## config.mk

```make
export PLATFORM = sky130hd
export DESIGN_NAME = mem_req_arbiter
export DESIGN_NICKNAME = d
export VERILOG_FILES = /design/src/rtl/mem_req_arbiter_pkg.sv /design/src/rtl/mem_req_arbiter_pick.sv /design/src/rtl/mem_req_arbiter.sv
export SDC_FILE = /design/constraint.sdc
export NUM_CORES = 1
export LEC_CHECK = 0
export ABC_AREA = 1
export CAP_MARGIN = 15
export CORE_MARGIN = 2
export CORE_UTILIZATION = 37
export CTS_CLUSTER_DIAMETER = 40
export DETAILED_ROUTE_END_ITERATION = 10
export PLACE_DENSITY = 0.89
export SYNTH_ARGS = -nofsm -noshare
export SYNTH_HDL_FRONTEND = slang
export SYNTH_SLANG_ARGS = --single-unit
```

## constraint.sdc

```tcl
create_clock -name clk -period 2.1 [get_ports clk]
set_clock_uncertainty 0.1 [all_clocks]
set_input_delay 0.42 -clock clk [delete_from_list [all_inputs] [get_ports clk]]
set_output_delay 0.42 -clock clk [all_outputs]
set_load 0.02 [all_outputs]
```

## src/rtl/mem_req_arbiter_pkg.sv

```systemverilog
// rtl/mem_req_arbiter_pkg.sv - shared encodings for the memory request arbiter
// Purpose: FSM state and owner encodings plus the grant vector bit positions
//          used by mem_req_arbiter and mem_req_arbiter_pick.
// Ports: none (package).
package mem_req_arbiter_pkg;

  typedef enum logic [1:0] {
    ST_IDLE = 2'd0,
    ST_REQ  = 2'd1,
    ST_WAIT = 2'd2
  } state_t;

  typedef enum logic [1:0] {
    OWN_NONE = 2'd0,
    OWN_IR   = 2'd1,
    OWN_DR   = 2'd2,
    OWN_WB   = 2'd3
  } owner_t;

  // Bit positions inside the one-hot pick vector.
  localparam int PICK_IR = 0;
  localparam int PICK_DR = 1;
  localparam int PICK_WB = 2;

  // Instruction fetches are always full-word reads.
  localparam logic [1:0] IR_SIZE = 2'd2;

endpackage

```

## src/rtl/mem_req_arbiter_pick.sv

```systemverilog
// rtl/mem_req_arbiter_pick.sv - combinational priority picker for the memory arbiter
// Purpose: chooses at most one requester per cycle, one-hot result.
// Ports:
//   ir_req, dr_req          requester strobes
//   wb_empty, wb_full       write buffer status
//   wb_related              buffered write matches the pending data read address
//   starve                  instruction fetch has waited STARVE_LIMIT idle cycles
//   pick[2:0]               one-hot {wb, dr, ir}
module mem_req_arbiter_pick
  import mem_req_arbiter_pkg::*;
(
  input  logic       ir_req,
  input  logic       dr_req,
  input  logic       wb_empty,
  input  logic       wb_full,
  input  logic       wb_related,
  input  logic       starve,
  output logic [2:0] pick
);

  always_comb begin
    pick = '0;
    if (starve && ir_req) begin
      pick[PICK_IR] = 1'b1;
    end else if (wb_full && !wb_empty) begin
      // A full buffer drains ahead of reads so store stalls stay bounded.
      pick[PICK_WB] = 1'b1;
    end else if (dr_req && !wb_related) begin
      pick[PICK_DR] = 1'b1;
    end else if (dr_req && wb_related) begin
      // Drain the older store first so the load observes it.
      pick[PICK_WB] = 1'b1;
    end else if (ir_req) begin
      pick[PICK_IR] = 1'b1;
    end else if (!wb_empty) begin
      pick[PICK_WB] = 1'b1;
    end
  end

endmodule

```

## src/rtl/mem_req_arbiter.sv

```systemverilog
// rtl/mem_req_arbiter.sv - three-way arbiter/sequencer for the shared memory request port
// Purpose: shares one SRAM-like port between instruction fetch (ir), data read (dr)
//          and write buffer drain (wb), one transaction outstanding at a time.
// Config macro: MEM_ARB_STARVE_GUARD_EN enables the instruction-fetch starvation guard.
// Ports:
//   clk, resetn                           clock, async active-low reset
//   ir_req/ir_addr/ir_gnt/ir_done         instruction read requester
//   dr_req/dr_addr/dr_size/dr_gnt/dr_done data read requester
//   wb_empty/wb_full/wb_related           write buffer status
//   wb_addr/wb_wdata/wb_wstrb/wb_size     write buffer head entry, wb_ren pops it
//   rdata                                 read data, valid with ir_done/dr_done
//   mem_*                                 memory request port
module mem_req_arbiter
  import mem_req_arbiter_pkg::*;
#(
  parameter int ADDR_WIDTH   = 32,
  parameter int DATA_WIDTH   = 32,
  parameter int STARVE_LIMIT = 8,
  parameter int CNT_WIDTH    = 4
) (
  input  logic                  clk,
  input  logic                  resetn,
  input  logic                  ir_req,
  input  logic [ADDR_WIDTH-1:0] ir_addr,
  output logic                  ir_gnt,
  output logic                  ir_done,
  input  logic                  dr_req,
  input  logic [ADDR_WIDTH-1:0] dr_addr,
  input  logic [1:0]            dr_size,
  output logic                  dr_gnt,
  output logic                  dr_done,
  input  logic                  wb_empty,
  input  logic                  wb_full,
  input  logic                  wb_related,
  input  logic [ADDR_WIDTH-1:0] wb_addr,
  input  logic [DATA_WIDTH-1:0] wb_wdata,
  input  logic [3:0]            wb_wstrb,
  input  logic [1:0]            wb_size,
  output logic                  wb_ren,
  output logic [DATA_WIDTH-1:0] rdata,
  output logic                  mem_req,
  output logic                  mem_wr,
  output logic [1:0]            mem_size,
  output logic [ADDR_WIDTH-1:0] mem_addr,
  output logic [3:0]            mem_wstrb,
  output logic [DATA_WIDTH-1:0] mem_wdata,
  input  logic                  mem_addr_ok,
  input  logic                  mem_data_ok,
  input  logic [DATA_WIDTH-1:0] mem_rdata
);

  state_t     state;
  owner_t     owner;
  logic [2:0] pick;
  logic       starve;
  logic       idle;
  logic       complete;

  assign idle = (state == ST_IDLE);

  // Completion: data_ok in WAIT, or addr_ok and data_ok together in REQ.
  assign complete = ((state == ST_REQ) && mem_addr_ok && mem_data_ok) ||
                    ((state == ST_WAIT) && mem_data_ok);

  mem_req_arbiter_pick u_pick (
    .ir_req    (ir_req),
    .dr_req    (dr_req),
    .wb_empty  (wb_empty),
    .wb_full   (wb_full),
    .wb_related(wb_related),
    .starve    (starve),
    .pick      (pick)
  );

  assign ir_gnt  = idle && pick[PICK_IR];
  assign dr_gnt  = idle && pick[PICK_DR];
  assign ir_done = complete && (owner == OWN_IR);
  assign dr_done = complete && (owner == OWN_DR);
  // The write buffer entry is only popped once the memory has accepted the data.
  assign wb_ren  = complete && (owner == OWN_WB);
  assign rdata   = (ir_done || dr_done) ? mem_rdata : '0;
  assign mem_req = (state == ST_REQ);

`ifdef MEM_ARB_STARVE_GUARD_EN
  localparam logic [CNT_WIDTH-1:0] STARVE_MAX = CNT_WIDTH'(STARVE_LIMIT);

  logic [CNT_WIDTH-1:0] starve_cnt;

  always_ff @(posedge clk or negedge resetn) begin
    if (!resetn) begin
      starve_cnt <= '0;
    end else if (idle) begin
      if (ir_gnt) begin
        starve_cnt <= '0;
      end else if (ir_req && (starve_cnt != STARVE_MAX)) begin
        starve_cnt <= starve_cnt + 1'b1;
      end
    end
  end

  assign starve = (starve_cnt == STARVE_MAX);
`else
  assign starve = 1'b0;
`endif

  always_ff @(posedge clk or negedge resetn) begin
    if (!resetn) begin
      state     <= ST_IDLE;
      owner     <= OWN_NONE;
      mem_wr    <= 1'b0;
      mem_size  <= '0;
      mem_addr  <= '0;
      mem_wstrb <= '0;
      mem_wdata <= '0;
    end else begin
      case (state)
        ST_IDLE: begin
          if (pick[PICK_IR]) begin
            state     <= ST_REQ;
            owner     <= OWN_IR;
            mem_wr    <= 1'b0;
            mem_size  <= IR_SIZE;
            mem_addr  <= ir_addr;
            mem_wstrb <= '0;
            mem_wdata <= '0;
          end else if (pick[PICK_DR]) begin
            state     <= ST_REQ;
            owner     <= OWN_DR;
            mem_wr    <= 1'b0;
            mem_size  <= dr_size;
            mem_addr  <= dr_addr;
            mem_wstrb <= '0;
            mem_wdata <= '0;
          end else if (pick[PICK_WB]) begin
            state     <= ST_REQ;
            owner     <= OWN_WB;
            mem_wr    <= 1'b1;
            mem_size  <= wb_size;
            mem_addr  <= wb_addr;
            mem_wstrb <= wb_wstrb;
            mem_wdata <= wb_wdata;
          end
        end
        ST_REQ, ST_WAIT: begin
          if (complete) begin
            // Clear the payload so mem_wr never lingers outside a WB transaction.
            state     <= ST_IDLE;
            owner     <= OWN_NONE;
            mem_wr    <= 1'b0;
            mem_size  <= '0;
            mem_addr  <= '0;
            mem_wstrb <= '0;
            mem_wdata <= '0;
          end else if ((state == ST_REQ) && mem_addr_ok) begin
            state <= ST_WAIT;
          end
        end
        default: begin
          state <= ST_IDLE;
          owner <= OWN_NONE;
        end
      endcase
    end
  end

endmodule

```

# Word level (Yosys, flattened, before mapping)
# Cells that the tools add are included.
[totals]
reg_bits = 75
input_bits = 177
out_inout_bits = 109
wordCells = 81
[op_classes]
n_eq_ne = 8
muxes = 45
n_reduce_logical = 21
[ops]
columns = ["cell", "n"]
rows = [
  ["2-to-1 mux 32 bit", 8],
  ["one-hot mux 32 bit (2 select lines)", 2],
  ["2-to-1 mux 2 bit", 13],
  ["2-to-1 mux 4 bit", 4],
  ["2-to-1 mux 1 bit", 13],
  ["one-hot mux 2 bit (2 select lines)", 3],
  ["logical AND 1 bit", 11],
  ["one-hot mux 4 bit (2 select lines)", 1],
  ["equality test 2 bit, second input constant", 3],
  ["equality test 2 x 1 -> 1 bit, second input constant", 2],
  ["!= test 4 bit, second input constant", 1],
  ["AND reduction 2 bit", 2],
  ["!= test 3 bit, second input constant", 1],
  ["AND reduction 3 bit", 1],
  ["zero test 1 bit", 2],
  ["zero test 2 bit", 1],
  ["logical OR 1 bit", 2],
  ["!= test 2 bit, second input constant", 1],
  ["one-hot mux 1 bit (2 select lines)", 1],
  ["nonzero test 2 bit", 1],
  ["OR reduction 2 bit", 1],
]

# Logic depth before layout (Yosys ltp)
# Gate-level depths: netlist (run 1).
[logic_depth]
ltp_word = 9
mapped_depth = 11
mapped_depth_nobuf = 10

# Hierarchy
# From an unflattened synthesis (run 1), not the netlist that was laid out.
[hier_totals]
hier_cells = 611
hier_area_um2 = 4157.7
[by_module_without_submodules]
columns = ["mod", "instances", "cells_per_inst", "area_per_inst_um2", "seq_area_each_um2"]
rows = [
  ["mem_req_arbiter", 1, 597, 4101.4, 1876.8],
  ["mem_req_arbiter_pick", 1, 14, 56.3, 0.0],
]

# Worst setup path before layout (run 1)
# OpenSTA, ideal clock, no wires.
[synth_path]
path_type = "reg-to-output"
start = "reg state[1]"
end = "out rdata[10]"
t_arrival_ns = 2.217
required_ns = 1.580
setup_slack_ns = -0.637
stages_incl_launch_ff = 10
n_path_buf = 1
path_cell_list = "dfrtp_1 > inv_1 > ha_1 > nand3_1 > nand2_1 > inv_1 > nor3_1 > nor2_1 > clkbuf_1 > nor2_1"
[synth_between]
elab_chain_cells = 7
word_cells_on_any_way = 10
cone_classes = "2 x eq/ne; 1 x mux; 7 x reduce/logical"
[synth_rtl]
columns = ["item", "line", "source"]
rows = [
  ["from (decl)", "mem_req_arbiter.sv:52", "state_t state;"],
  ["from (signal assigned)", "mem_req_arbiter.sv:108", "state <= ST_IDLE;"],
  ["from (signal assigned)", "mem_req_arbiter.sv:119", "state <= ST_REQ;"],
  ["from (signal assigned)", "mem_req_arbiter.sv:127", "state <= ST_REQ;"],
  ["equality test 2 x 1 -> 1 bit", "--", ""],
  ["net mem_req", "mem_req_arbiter.sv:41", "output logic mem_req,"],
  ["logical AND 1 bit (2 in a row)", "mem_req_arbiter.sv:62", "assign complete = ((state == ST_REQ) && mem_addr_ok && mem_data_ok) ||"],
  ["logical OR 1 bit", "mem_req_arbiter.sv:62", ""],
  ["logical AND 1 bit", "mem_req_arbiter.sv:77", "assign ir_done = complete && (owner == OWN_IR);"],
  ["net ir_done", "mem_req_arbiter.sv:26", "output logic ir_done,"],
  ["logical OR 1 bit", "mem_req_arbiter.sv:81", "assign rdata = (ir_done || dr_done) ? mem_rdata : '0;"],
  ["2-to-1 mux 32 bit", "mem_req_arbiter.sv:81", ""],
  ["to (decl)", "mem_req_arbiter.sv:40", "output logic [DATA_WIDTH-1:0] rdata,"],
]
# The timed path passes the listed nets, and every way through them passes these cells.

# Worst setup path in the final report (run 1)
[layout_path]
start = "reg state[1]"
end = "out rdata[16]"
[layout_between]
elab_chain_cells = 7
word_cells_on_any_way = 10
cone_classes = "2 x eq/ne; 1 x mux; 7 x reduce/logical"
[layout_rtl]
columns = ["item", "line"]
rows = [
  ["equality test 2 x 1 -> 1 bit", "mem_req_arbiter.sv:62"],
  ["logical AND 1 bit (2 in a row)", "mem_req_arbiter.sv:62"],
  ["logical OR 1 bit *", "mem_req_arbiter.sv:62"],
  ["logical AND 1 bit, on equally long branches", "mem_req_arbiter.sv:77, mem_req_arbiter.sv:78"],
  ["logical OR 1 bit *", "mem_req_arbiter.sv:81"],
  ["2-to-1 mux 32 bit *", "mem_req_arbiter.sv:81"],
]
# Every way passes the cells marked *; elsewhere a longest branch is shown, timed or not.

==> impl_metrics.ini, run 1 <==
[run_status]
status = finished with violations
violations = negative setup slack

[worst_setup_path]
r2r-end = mem_wdata[21]
cp_max_fo = 6
r2r_setup_slack_ns = 0.02
start_kind = flop
ff2ff_path_depth = 10
required_ns = 1.58
worstPathArrival_ns = 2.02
crit_path_end = rdata[16]
r2r-start = state[0]
critPathKind = flop to primary output
crit_start = state[1]
cp-end-kind = primary output

[finish]
fin_util = 0.7402
seqCellArea_um2 = 1878
fin_nets = 1164
drive_gt1_frac = 0.1709
fill_cells = 832
fin_area_um2 = 8561
areaGrowthSynthToFinish_pct = 93.22
multi_input_area_um2 = 2311

[clock_tree]
clock-root-buffer = clkbuf_16
path_clk_slew_ns = 0.06
cts_sinks = 75
cts_max_path_buffers = 2
clk_latency_ns = 0.33
cts_htree_levels = 3
cts-buffers-inserted = 9
cts_tree = done

[yosys]
synth_edf_count = 0
yosys_register_bits = 75
synth_compound_area_frac = 0.009037
yosys_most_used_dff = dfrtp_1
synth_fa_ha_area_frac = 0.008472
synth_top_family_by_area = simple AND/OR/NAND/NOR gates
synth_cell_types = 22
synthSimpleGateAreaFrac = 0.4222
syn_area_um2 = 4430
muxShareOfSynthArea = 0
syn_avg_cell_area_um2 = 6.593
synthArstFlopShare = 1.000
synth-xor-area-share = 0
syn_inst = 672
ys_seq_area_frac = 0.4236
yosys_warnings = 0
syn-num-nets = 852

[power]
p_sw_frac = 0.4557
peakVddDrop_v = 0.0008254
p_clk_frac = 0.134
cellPowerDensity_nw_per_um2 = 1283
sequentialPowerShare = 0.208
p_leak_uw = 0.004396
switchingPower_uw = 5006
p_int_uw = 5980
combinationalPowerShare = 0.658

[timing]
slew_headroom = 0.7074
tightest_slew_ns = 0.4388
fin_crit_sh = 1.211
fmax_ghz = 0.3932
rsz0062_at_grt = true
final-hold-violation-count = 0
tns_ns = -12.66
slew_violations = 0
finalCriticalPeriod_ns = 2.543
timing.final.ws_setup_ns = -0.4432
setup_viol = 35

[placement]
gp_congestion = 0.8321
post-place-ws_ns = -0.7630
dp_hpwl_um = 12700
port-buffer-count = 285
dpl_cell_area_um2 = 7948

[drt]
routed_wl_um = 17940
vias = 5537
routed_via_density = 4.887
drtAntennaViolNets = 0
dr.pass1.iters = 4
drtIter0Drc = 380
drcViolationCount = 0
wire_per_inst_um = 15.83

[die]
core-area_um2 = 11560
die_y_um = 113.4
start_util = 0.3831
die-area_um2 = 12870
dieWidth_um = 113.4
ios = 286
fp-row-count = 39

[grt]
grt_pass1_wl_um = 27410
grt_overflow = 0
grt_pass1_vias = 5566
grt_max_degree = 43
globalRouteTotalUtil = 0.2693
antenna_found_initial = 2

[hold_path]
hold_path.class = flop to flop
hold_start = mem_addr[28]
whs_path_depth = 2

[flow_run]
max_cap_violations = 0
cell families after synthesis:
logic type / Yosys count
flops: 75
fa+ha+maj: 3
buf+inv: 144
compound gates: 8
simple gates: 442
power by group through the flow:
stage / clock (uW) / sequential (uW) / combinational [uW]
2_1_floorplan: 0 / 2810 / 3160
3_3_place_gp: 0 / 2270 / 6210
3_5_place_dp: 0 / 2290 / 6350
4_1_cts: 1490 / 2280 / 6680
5_1_grt: 1560 / 2330 / 7790
6_report: 1470 / 2280 / 7230
layout make-up:
cell class | instances | area share
Timing Repair Buffer | 341 | 0.4100
Multi-Input combinational cell | 453 | 0.2700
Sequential cell | 75 | 0.2194
Clock inverter | 7 | 0.006723
Antenna cell | 1 | 0.0002923
Clock buffer | 9 | 0.02631
Inverter | 104 | 0.04648
Tap cell | 143 | 0.02090
worst min-delay path by stage:
stage	end	slack [ns]
after floorplan	mem_addr[0]	0.02
after global placement	mem_wstrb[0]	0.30
after detailed placement	mem_wdata[27]	0.30
after CTS	mem_addr[28]	0.37
after global routing	mem_wdata[20]	0.39
final	mem_addr[28]	0.38
cells in the mapped netlist (2+ instances only):
library cell  count  share of area
clkbuf_1         16          0.014
nor3_1            3         0.0034
nand3_1         139           0.16
buf_2            11          0.012
ha_1              3         0.0085
nor2_1           38          0.032
nand2_1         256           0.22
inv_2             2         0.0017
dfrtp_1          75           0.42
nand2_2           3         0.0042
o21ai_0           6         0.0068
buf_1             6         0.0051
inv_1           100          0.085
buf_6             6          0.015
registers in the layout, indices dropped and copies added, names as in the netlist:
signal / count
mem_wdata: 32
mem_wstrb: 4
mem_wr: 1
state: 2
mem_addr: 32
owner: 2
mem_size: 2
critical path: stages (launching register included):
cell and delay, ns:
dfrtp_2 0.43, inv_2 0.08, ha_4 0.13, nand3_2 0.10, nand2_4 0.10, inv_4 0.05
nor3_4 0.22, nor2_4 0.09, buf_12 0.15, buf_12 0.14, nor2_4 0.08, buf_6 0.12
through the flow:
stage	power, uW	std cells	hold WS [ns]
3_5_place_dp	8636	1105	0.2988
3_3_place_gp	8476	1105	0.3036
5_1_grt	11680	1133	0.3947
4_1_cts	10450	1132	0.3738
2_1_floorplan	5971	672	0.02441
6_report	10990	1133	0.3752
routing by layer:
metal | vias to the layer above | share of wire | track usage
met5 | - | 0.00061 | 0
met4 | 2 | 0.044 | 0.1447
li1 | 2675 | - | -
met2 | 283 | 0.51 | 0.4802
met1 | 2521 | 0.38 | 0.2976
met3 | 56 | 0.069 | 0.06217
cell usage in the layout (no fill, tap or decap), drive strengths merged:
master / instances
inv: 107
nand2: 259
clkinv: 2
buf: 90
dlymetal6s2s: 1
dlygate4sd3: 1
o21ai: 7
dfrtp: 75
dlygate4sd2: 1
ha: 3
a21oi: 1
nor2: 41
clkbuf: 12
nor3: 3
diode: 1
clkdlybuf4s50: 245
clkinvlp: 2
nand3: 139
timing repair:
item / CTS / global route
pin swaps: 9 / 11
endpoints found under the setup margin: 104 / 113
resized for setup: 239 / 19
hold buffers: 1 / 0
gates cloned: 2 / 3
endpoints found under the hold margin: 33 / 0
setup buffers: 8 / 3
(Power assumes the default switching activity.)
==> inputs of run 2 (changes only) <==
--- a/config.mk
+++ b/config.mk
@@ -7,11 +7,13 @@
 export LEC_CHECK = 0
 export ABC_AREA = 1
 export CAP_MARGIN = 15
+export CELL_PAD_IN_SITES_DETAIL_PLACEMENT = 1
+export CELL_PAD_IN_SITES_GLOBAL_PLACEMENT = 2
 export CORE_MARGIN = 2
-export CORE_UTILIZATION = 37
+export CORE_UTILIZATION = 18
 export CTS_CLUSTER_DIAMETER = 40
 export DETAILED_ROUTE_END_ITERATION = 10
-export PLACE_DENSITY = 0.89
+export PLACE_DENSITY = 0.9
 export SYNTH_ARGS = -nofsm -noshare
 export SYNTH_HDL_FRONTEND = slang
 export SYNTH_SLANG_ARGS = --single-unit
==> run 2 against run 1 <==
  * The flow finishes with violations (negative hold slack, negative setup slack)
  * Hold slack worse by 0.40 ns
  * Combinational power rose by 17%
  * Routed wire length rose by 31%
  * Worst setup slack lost 0.16 ns
  * Global-route usage decreased by 9.7 points
  * Non-clock buffer count grew 15
  * Power is 14% higher
  * Via count increased by 2.0%
  * Sequential share of layout area fell by 1.2 points
  * Critical endpoint is now rdata[12]
  * Largest cell class unchanged
  * Largest power group unchanged
==> impl_metrics.ini, run 2 (synthesized netlist as in run 1, its figures left out) <==
[die]
ios = 286
dieWidth_um = 160.9
core-area_um2 = 24250
die_y_um = 160.9
start_util = 0.1827
die-area_um2 = 25890
fp-row-count = 57

[clock_tree]
cts_tree = done
holdBufCountCts = 0
cts_max_path_buffers = 2
clk_latency_ns = 0.34
cts_htree_levels = 3
cts_sinks = 75
path_clk_slew_ns = 0.07
cts-buffers-inserted = 9
clock-root-buffer = clkbuf_16

[finish]
fin_nets = 1179
top_regs = mem_addr (32), mem_wdata (32), mem_wstrb (4)
multi_input_area_um2 = 2318
fin_cells = 1328
final_common_cell = nand2_1
fill_cells = 2901
seqCellArea_um2 = 1877
final_cell_mix = nand2_1 (254), clkdlybuf4s50_1 (246), nand3_1 (135), inv_1 (96), dfrtp_1 (75)
drive_gt1_frac = 0.1853
areaGrowthSynthToFinish_pct = 104.6
insertedDiodeCount = 0

[worst_setup_path]
r2r_setup_slack_ns = -0.54
worstPathArrival_ns = 2.18
crit_chain = inv_2 -> ha_4 -> nand3_4 -> nand2_4 -> inv_6 -> nor3_4 -> nor2_4 -> buf_4 -> buf_6 -> buf_8 -> nor2_4 -> buf_6
r2r-start = state[1]
path_delay_family = buffers and inverters
max_stage_delay_ns = 0.44
crit_start = state[1]
crit_path_end = rdata[12]
ff2ff_path_depth = 16
cp-end-kind = primary output
start_kind = flop
crit_buf_inv = 6
r2r-end = mem_size[0]
required_ns = 1.58
critPathSlowestCell = dfrtp_1
critPathKind = flop to primary output
path_depth = 12
cp_max_fo = 4

[timing]
tightest_slew_ns = 0.4838
timing.final.ws_setup_ns = -0.5992
fmax_ghz = 0.3705
rsz0062_at_grt = true
holdWs_ns = -0.02572
slew_violations = 0
finalCriticalPeriod_ns = 2.699
final-hold-violation-count = 25
slew_headroom = 0.6775
setup_viol = 108
fin_crit_sh = 1.285

[grt]
antenna_found_initial = 2
grt_pass1_wl_um = 34700
grt_pass1_vias = 6112
grt_max_degree = 76
grt_overflow = 0
globalRouteTotalUtil = 0.1719

[hold_path]
hold_path.class = input port to async pin

[power]
p_sw_frac = 0.4431
switchingPower_uw = 5555
cellPowerDensity_nw_per_um2 = 1383
p_int_uw = 6980
p_leak_uw = 0.004528
peakVddDrop_v = 0.0006949
sequentialPowerShare = 0.182
p_clk_frac = 0.146
combinationalPowerShare = 0.672

[placement]
port-buffer-count = 285
post-place-ws_ns = -0.8344
placed_cells = 1289
gp_congestion = 0.7435
dp_hpwl_um = 15650

[drt]
drcViolationCount = 0
routed_wl_um = 23520
routed_via_density = 4.253
drtAntennaViolNets = 0
vias = 5648
wire_per_inst_um = 17.71
drtIter0Drc = 210
dr.pass1.iters = 4

[run_status]
status = finished with violations
violations = negative hold slack, negative setup slack

[flow_run]
max_cap_violations = 0
==> run 2: changes by cell type in the layout (fill, tap and decap cells not counted), moves of 2 or more <==
cell / previous run / this run
buf_12: 8 / 11
buf_16: 1 / 3
buf_4: 38 / 52
buf_6: 42 / 36
buf_8: 0 / 2
bufinv_16: 0 / 2
clkinvlp_4: 2 / 0
nand3_1: 137 / 135
==> run 2: how the worst min path moves through the flow <==
stage / slack (ns) / endpoint / start / depth (start not counted)
floorplan: 0.02 / mem_addr[0] / resetn / 0
global placement: 0.36 / mem_wr / mem_wr / 2
CTS: 0.01 / mem_wdata[20] / resetn / 2
global route: 0.03 / mem_wdata[19] / resetn / 2
detailed placement: 0.36 / mem_wr / mem_wr / 2
finish: -0.03 / mem_wdata[20] / resetn / 2
==> run 2: what timing repair did <==
item	CTS	global route
setup endpoints to repair	109	110
gates resized for setup	158	107
gates cloned	3	5
pin swaps	5	11
setup buffers	17	10
==> run 2: final cells by class <==
type / instances / area share
inverters: 104 / 0.04417
clock inverters: 7 / 0.01173
flip-flops and latches: 75 / 0.2070
well taps: 324 / 0.04472
multi-input cells: 453 / 0.2558
clock buffers: 9 / 0.02484
repair buffers: 356 / 0.4117
==> run 2: power by group through the flow <==
stage / clock network (uW) / registers, uW / logic, uW
5_1_grt: 1960 / 2340 / 9130
4_1_cts: 1880 / 2270 / 7670
6_report: 1830 / 2280 / 8430
2_1_floorplan: 0 / 2810 / 3160
3_3_place_gp: 0 / 2270 / 6620
3_5_place_dp: 0 / 2300 / 6780
==> run 2: layer usage <==
metal,track usage,share of wire
met5,0,0.0011
met1,0.1968,0.41
met4,0.03490,0.013
met2,0.3139,0.50
met3,0.05424,0.074
==> run 2: metrics by stage <==
step / power (uW) / hold WS [ns] / setup TNS, ns / util / cell area (um^2)
4_1_cts: 11820 / 0.01328 / -34.18 / 0.3637 / 8818
5_1_grt: 13430 / 0.02847 / -58.60 / 0.3738 / 9065
2_1_floorplan: 5971 / 0.02441 / -0.7728 / - / 4767
6_report: 12530 / -0.02572 / -47.55 / 0.3738 / 9065
3_5_place_dp: 9073 / 0.3618 / -45.26 / 0.3403 / 8252
3_3_place_gp: 8895 / 0.3554 / -41.27 / 0.3403 / 8252
==> run 2: worst reg2reg max path, stage by stage (launching register included) <==
cell and delay [ns]:
dfrtp_1 0.44, inv_2 0.11, ha_4 0.16, nand3_4 0.08, buf_4 0.15, buf_4 0.12, buf_4 0.12, buf_4 0.12
buf_4 0.12, buf_4 0.13, nand3_2 0.08, o21ai_2 0.10, nor2_8 0.15, inv_4 0.07, bufbuf_16 0.30, nand2_1 0.09
nand2_1 0.09
